[config.mk]
export PLATFORM = sky130hd
export DESIGN_NAME = rx_matched_filter
export DESIGN_NICKNAME = d
export VERILOG_FILES = /design/src/rtl/rx_filter_pkg.sv /design/src/rtl/rx_matched_filter_coef.sv /design/src/rtl/rx_matched_filter.sv
export SDC_FILE = /design/constraint.sdc
export NUM_CORES = 2
export LEC_CHECK = 0
export CAP_MARGIN = 15
export CORE_ASPECT_RATIO = 1.5
export CORE_MARGIN = 3
export CORE_UTILIZATION = 40
export DETAILED_ROUTE_END_ITERATION = 6
export GPL_ROUTABILITY_DRIVEN = 0
export PLACE_DENSITY_LB_ADDON = 0.15
export SYNTH_ARGS = -nofsm -noshare
export SYNTH_HDL_FRONTEND = slang
export SYNTH_SLANG_ARGS = --single-unit
[constraint.sdc]
create_clock -name clk -period 28.8 [get_ports clk]
set_input_delay 5.76 -clock clk [delete_from_list [all_inputs] [get_ports clk]]
set_output_delay 5.76 -clock clk [all_outputs]
set_load 0.01 [all_outputs]
[src/rtl/rx_filter_pkg.sv]
`default_nettype none
// +----------------------------------------------------------------------------+
// | rx_filter_pkg : shared constants, coefficients and state type for the RX   |
// |                 matched filter                                             |
// | Revision 1.0                                                               |
// +----------------------------------------------------------------------------+
package rx_filter_pkg;

    localparam int NTAPS = 65;
    localparam int NHALF = 33;
    localparam int DW    = 16;
    localparam int FRAC  = 13;
    localparam int ACCW  = 39;

    // Unique half of the symmetric Q2.13 pulse, outer edge first, centre last.
    localparam logic signed [DW-1:0] COEF [0:NHALF-1] = '{
        16'sh0012, 16'sh0025, 16'sh0031, 16'sh0030, 16'sh0022, 16'sh0008,
        16'shFFEE, 16'sh0000, 16'shFFC0, 16'shFF9E, 16'shFF8B, 16'shFF90,
        16'shFFB2, 16'shFFF0, 16'sh0030, 16'sh0060, 16'sh0030, 16'sh0000,
        16'shFFB0, 16'shFF50, 16'shFF00, 16'shFEE0, 16'shFF00, 16'shFF80,
        16'sh0060, 16'sh0200, 16'sh0420, 16'sh0680, 16'sh08C0, 16'sh0B80,
        16'sh0E00, 16'sh0FC0, 16'sh10E0
    };

    typedef enum logic [1:0] {
        IDLE = 2'd0,
        MAC  = 2'd1,
        OUT  = 2'd2
    } state_t;

    // Arithmetic shift down to Q2.13 and clamp to the 16-bit signed range.
    function automatic logic [DW-1:0] sat16(input logic signed [ACCW-1:0] a);
        logic signed [ACCW-1:0] s;
        s = a >>> FRAC;
        if ((&s[ACCW-1:DW-1]) || !(|s[ACCW-1:DW-1]))
            return s[DW-1:0];
        else if (s[ACCW-1])
            return {1'b1, {(DW-1){1'b0}}};
        else
            return {1'b0, {(DW-1){1'b1}}};
    endfunction

endpackage
`default_nettype wire

[src/rtl/rx_matched_filter_coef.sv]
`default_nettype none
// +----------------------------------------------------------------------------+
// | rx_coef_rom : combinational tap-index to coefficient lookup                |
// | Revision 1.0                                                               |
// +----------------------------------------------------------------------------+
module rx_coef_rom
    import rx_filter_pkg::*;
(
    input  logic        [5:0]    k,
    output logic signed [DW-1:0] coef
);

    always_comb begin
        coef = '0;
        if (k <= 6'd32)
            coef = COEF[k];
    end

endmodule
`default_nettype wire

[src/rtl/rx_matched_filter.sv]
`default_nettype none
// +----------------------------------------------------------------------------+
// | rx_matched_filter : 65-tap symmetric folded-MAC RX matched filter with     |
// |                     symbol-centre strobe; RX_SLICER_EN adds sym_bit        |
// | Revision 1.0                                                               |
// +----------------------------------------------------------------------------+
module rx_matched_filter
    import rx_filter_pkg::*;
#(
    parameter int SPS       = 8,
    parameter int SYM_PHASE = 0
) (
    input  logic          clk,
    input  logic          rst_n,
    input  logic [DW-1:0] in_sample,
    input  logic          in_valid,
    output logic          in_ready,
    output logic [DW-1:0] out_sample,
    output logic          out_valid,
    output logic          sym_strobe
`ifdef RX_SLICER_EN
    ,
    output logic          sym_bit
`endif
);

    localparam int PW = (SPS > 1) ? $clog2(SPS) : 1;

    state_t                  r_state;
    state_t                  w_next;
    logic signed [DW-1:0]    r_x [0:NTAPS-1];
    logic signed [ACCW-1:0]  r_acc;
    logic        [5:0]       r_k;
    logic        [PW-1:0]    r_phase;
    logic        [DW-1:0]    r_out_sample;

    logic        [6:0]       w_kidx;
    logic        [6:0]       w_kmir;
    logic signed [DW-1:0]    w_xa;
    logic signed [DW-1:0]    w_xb;
    logic signed [DW:0]      w_pre;
    logic signed [DW-1:0]    w_coef;
    logic signed [32:0]      w_prod;
    logic signed [ACCW-1:0]  w_acc_next;
    logic                    w_last;
    logic                    w_phase_hit;

    rx_coef_rom u_coef_rom (
        .k    (r_k),
        .coef (w_coef)
    );

    // Folded pair x[k] + x[64-k]; the centre tap has no partner.
    assign w_last      = (r_k == 6'd32);
    assign w_kidx      = {1'b0, r_k};
    assign w_kmir      = 7'd64 - w_kidx;
    assign w_xa        = r_x[w_kidx];
    assign w_xb        = w_last ? '0 : r_x[w_kmir];
    assign w_pre       = {w_xa[DW-1], w_xa} + {w_xb[DW-1], w_xb};
    assign w_prod      = {{16{w_pre[DW]}}, w_pre} * {{17{w_coef[DW-1]}}, w_coef};
    assign w_acc_next  = r_acc + {{(ACCW-33){w_prod[32]}}, w_prod};
    assign w_phase_hit = (r_phase == PW'(SYM_PHASE));
    assign out_sample  = r_out_sample;

    always_ff @(posedge clk) begin
        if (!rst_n)
            r_state <= IDLE;
        else
            r_state <= w_next;
    end

    always_comb begin
        w_next = r_state;
        case (r_state)
            IDLE:    if (in_valid) w_next = MAC;
            MAC:     if (w_last)   w_next = OUT;
            OUT:     w_next = IDLE;
            default: w_next = IDLE;
        endcase
    end

    always_comb begin
        in_ready   = 1'b0;
        out_valid  = 1'b0;
        sym_strobe = 1'b0;
        case (r_state)
            IDLE: in_ready = 1'b1;
            OUT: begin
                out_valid  = 1'b1;
                sym_strobe = w_phase_hit;
            end
            default: ;
        endcase
    end

    always_ff @(posedge clk) begin
        if (!rst_n) begin
            for (int i = 0; i < NTAPS; i++)
                r_x[i] <= '0;
            r_acc        <= '0;
            r_k          <= '0;
            r_phase      <= '0;
            r_out_sample <= '0;
        end else begin
            case (r_state)
                IDLE: begin
                    if (in_valid) begin
                        for (int i = NTAPS-1; i > 0; i--)
                            r_x[i] <= r_x[i-1];
                        r_x[0] <= in_sample;
                        r_acc  <= '0;
                        r_k    <= '0;
                    end
                end
                MAC: begin
                    r_acc <= w_acc_next;
                    r_k   <= r_k + 6'd1;
                    // Register the result with the final product folded in, so it is ready in OUT.
                    if (w_last)
                        r_out_sample <= sat16(w_acc_next);
                end
                OUT: begin
                    if (r_phase == PW'(SPS-1))
                        r_phase <= '0;
                    else
                        r_phase <= r_phase + PW'(1);
                end
                default: ;
            endcase
        end
    end

`ifdef RX_SLICER_EN
    logic r_sym_bit;
    assign sym_bit = r_sym_bit;

    always_ff @(posedge clk) begin
        if (!rst_n)
            r_sym_bit <= 1'b0;
        else if (r_state == OUT && w_phase_hit)
            r_sym_bit <= ~r_out_sample[DW-1];
    end
`endif

endmodule
`default_nettype wire

==> results.json <==
{
  "start_util_pct": 40.3,
  "fillers": 15700,
  "routed_via_density": 5.65,
  "pwr_density_cell_nw_per_um2": 83.2,
  "yosysWarnings": 0,
  "overflow": 0,
  "setup_slack_ns": 12.10,
  "rsz0062_at_grt": "no",
  "peakVddDrop_mv": 0.0653,
  "grt_max_degree": 261,
  "h-tree-depth": 3,
  "r2r-start": "r_k[0]$_SDFFE_PN0P_",
  "drtIter0Drc": 3143,
  "grt_pass1_wl_microns": 273000,
  "drive_gt1_share_pct": 19.7,
  "syn_avg_cell_area_sq_um": 14.0,
  "ys_ff_latch": 1112,
  "first_pass_iters": 7,
  "fin_cells": 7283,
  "worstRegToRegCells": 47,
  "tns_ns": 0,
  "critical_path.endpoint_type": "flip-flop",
  "reg2reg_slack_ns": 12.10,
  "total_power_mw": 6.42,
  "path_max_fanout": 89,
  "cp-endpoint": "out_sample[7]$_SDFFE_PN0P_",
  "worstPathRequired_ns": 29.39,
  "cp_slowest_cell": "dfxtp_4",
  "regToRegEndpoint": "out_sample[7]$_SDFFE_PN0P_",
  "placed_area_sq_um": 73300,
  "tightest_slew_ns": 1.21,
  "die-area_sq_um": 182000,
  "path_class": "flip-flop to flip-flop",
  "vias": 41200,
  "wire_per_inst_microns": 24.0,
  "root_buffer": "clkbuf_16",
  "slew_viol_final": 0,
  "finalHoldViolations": 0,
  "grt_usage_pct": 19.4,
  "cts_buffers": 113,
  "synth_flop_cell": "edfxtp_1",
  "dpl.cell_count": 7071,
  "post_cts_buffers": 0,
  "p_leak_nw": 29.0,
  "worstSetupStartpointType": "flip-flop",
  "die_w_microns": 349,
  "boundaryPins": 38,
  "worstPathArrival_ns": 17.28,
  "clock_latency_ns": 0.79,
  "ys_types": 91,
  "final_net_count": 5347,
  "relSlewSlack_pct": 18.9,
  "cts_hold_buffers": 0,
  "clockBufferDepth": 3,
  "portBuffers": 37,
  "async_flop_share_pct": 0,
  "core_area_sq_um": 175000,
  "grt_pass1_vias": 43700,
  "syn-cell-area_sq_um": 70600,
  "drc": 0,
  "synthesis.nets": 5471,
  "synth-edff-count": 1040,
  "clkSinkCount": 1112,
  "period_share_pct": 58.0,
  "clkTransAtPathRegs_ns": 0.07,
  "final_area_sq_um": 77100,
  "cts_tree": "yes",
  "whs_ns": 0.471,
  "run_status": "completed",
  "slowest_delay_ns": 0.98,
  "pre_cts_ws_ns": 11.95,
  "syn_to_final_growth_pct": 9.19,
  "finalClockSkew_ns": 0.0787,
  "setup_viol": 0,
  "post-route-util_pct": 44.0,
  "postCtsResizedCells": 0,
  "dp_hpwl_microns": 111000,
  "drt_wl_total_microns": 175000,
  "period_minus_slack_ns": 16.70,
  "die_h_microns": 521,
  "max_freq_mhz": 59.9,
  "max-cap-violations": 0,
  "syn_inst": 5030,
  "hp-class": "flip-flop to flip-flop",
  "ant_nets": 0,
  "ys_seq_area_share_pct": 46.2,
  "antenna_found_initial": 4,
  "startpoint": "r_k[0]$_SDFFE_PN0P_",
  "worst_path_most_repeated_cell": "fa_1",
  "rows": 188
}
==> state kept, by name, summed over array words and instances, names as in the netlist, named ones only <==
| name | flops |
|---|---|
| r_acc | 39 |
| r_k | 6 |
| r_state | 2 |
| r_phase | 3 |
| out_sample | 16 |
| r_x | 1040 |
==> layer usage <==
layer | share of wire, % | global-route usage, % | routed length [microns]
met1 | 41 | 25.0 | 72600
met2 | 53 | 34.4 | 92200
met3 | 3.2 | 2.17 | 5610
met4 | 2.7 | 5.62 | 4750
met5 | 0 | 0 | 0
==> report_power, final <==
part | switching (mW) | total [mW] | leakage (nW) | internal [mW]
logic | 1.73 | 2.87 | 15.2 | 1.14
clock network | 0.699 | 1.57 | 1.88 | 0.872
registers | 0.0855 | 1.98 | 11.8 | 1.90
==> cells in the final DEF, fill, tap and decap left out, types with 36 or more instances in the layout <==
cell and count:
o21ai_0 56, clkbuf_16 114, fa_1 276, dfxtp_1 65, a22oi_1 44, inv_1 343
nor2_1 210, nand3_1 49, clkdlybuf4s50_1 36, xnor2_1 56, nand2b_1 39, buf_4 60
ha_1 145, and2_1 1062, nand2_1 198, nor2b_1 49, mux4_2 673, a21oi_1 82
edfxtp_1 1040
==> synthesized netlist by cell type (all sizes together), types with 3 or more instances <==
| library cell | count | area [sq um] |
|---|---|---|
| nor2 | 211 | 792 |
| nand3b | 3 | 22.5 |
| nor2b | 50 | 313 |
| o21bai | 17 | 128 |
| xor2 | 29 | 254 |
| or3 | 3 | 18.8 |
| o21ai | 63 | 319 |
| clkbuf | 278 | 1050 |
| o41ai | 3 | 33.8 |
| nand3 | 50 | 255 |
| a211oi | 15 | 118 |
| o21a | 13 | 97.6 |
| o31ai | 7 | 80.1 |
| a21oi | 85 | 433 |
| o311ai | 3 | 26.3 |
| o22ai | 3 | 18.8 |
| and3 | 18 | 115 |
| mux4 | 673 | 15200 |
| dfxtp | 72 | 1440 |
| inv | 344 | 1290 |
| edfxtp | 1040 | 31200 |
| nor3b | 4 | 30.0 |
| mux2i | 5 | 50.1 |
| a21o | 29 | 220 |
| o211ai | 9 | 67.6 |
| or2 | 6 | 37.5 |
| a211o | 4 | 35.0 |
| a2111oi | 5 | 81.3 |
| nor4 | 5 | 43.8 |
| a22oi | 48 | 389 |
| buf | 65 | 270 |
| a21boi | 5 | 37.5 |
| nor3 | 21 | 105 |
| nand4 | 10 | 62.6 |
| fa | 276 | 5530 |
| nand2b | 39 | 244 |
| nand2 | 199 | 747 |
| a41oi | 3 | 52.6 |
| o31a | 4 | 35.0 |
| and2 | 1064 | 6660 |
| a31oi | 11 | 83.8 |
| xnor2 | 60 | 533 |
| ha | 146 | 1830 |
==> critical path: cells and delay by family, from the launching register on <==
family | cells | cell delay (ns)
buffers and inverters | 5 | 1.11
AOI/OAI and AO/OA | 22 | 5.90
adders and majority gates | 10 | 5.34
DFF | 1 | 0.98
muxes | 4 | 1.83
and+or+nand+nor | 6 | 1.18
==> worst min-delay path by stage <==
stage / from / endpoint / slack (ns) / depth (start not counted)
6_report: r_acc[4]$_SDFFE_PN0P_ / r_acc[4]$_SDFFE_PN0P_ / 0.47 / 2
5_1_grt: out_sample[13]$_SDFFE_PN0P_ / out_sample[13]$_SDFFE_PN0P_ / 0.49 / 2
4_1_cts: r_acc[4]$_SDFFE_PN0P_ / r_acc[4]$_SDFFE_PN0P_ / 0.48 / 2
3_5_place_dp: r_acc[4]$_SDFFE_PN0P_ / r_acc[4]$_SDFFE_PN0P_ / 0.47 / 2
3_3_place_gp: r_acc[4]$_SDFFE_PN0P_ / r_acc[4]$_SDFFE_PN0P_ / 0.46 / 2
2_1_floorplan: r_acc[4]$_SDFFE_PN0P_ / r_acc[4]$_SDFFE_PN0P_ / 0.45 / 2
==> logic make-up after synthesis <==
group,count (synthesis),synth area share [%]
and+or+nand+nor,1692,13.5
DFF,1112,46.2
buffers and inverters,688,3.70
muxes,680,21.6
adders and majority gates,422,10.4
AOI/OAI and AO/OA,347,3.48
xor gates and xnor gates,89,1.11
==> cell type report <==
class                           instances  area, sq um  share of cell area [%]
Multi-Input combinational cell       3230        35500                    46.0
Sequential cell                      1112        32700                    42.4
Clock buffer                          127         2920                    3.78
Tap cell                             2280         2850                    3.70
Inverter                              345         1290                    1.68
Timing Repair Buffer                  104          956                    1.24
Clock inverter                         84          952                    1.23
Antenna cell                            1         2.50                 0.00324
Power figures use the tool's default switching activity.
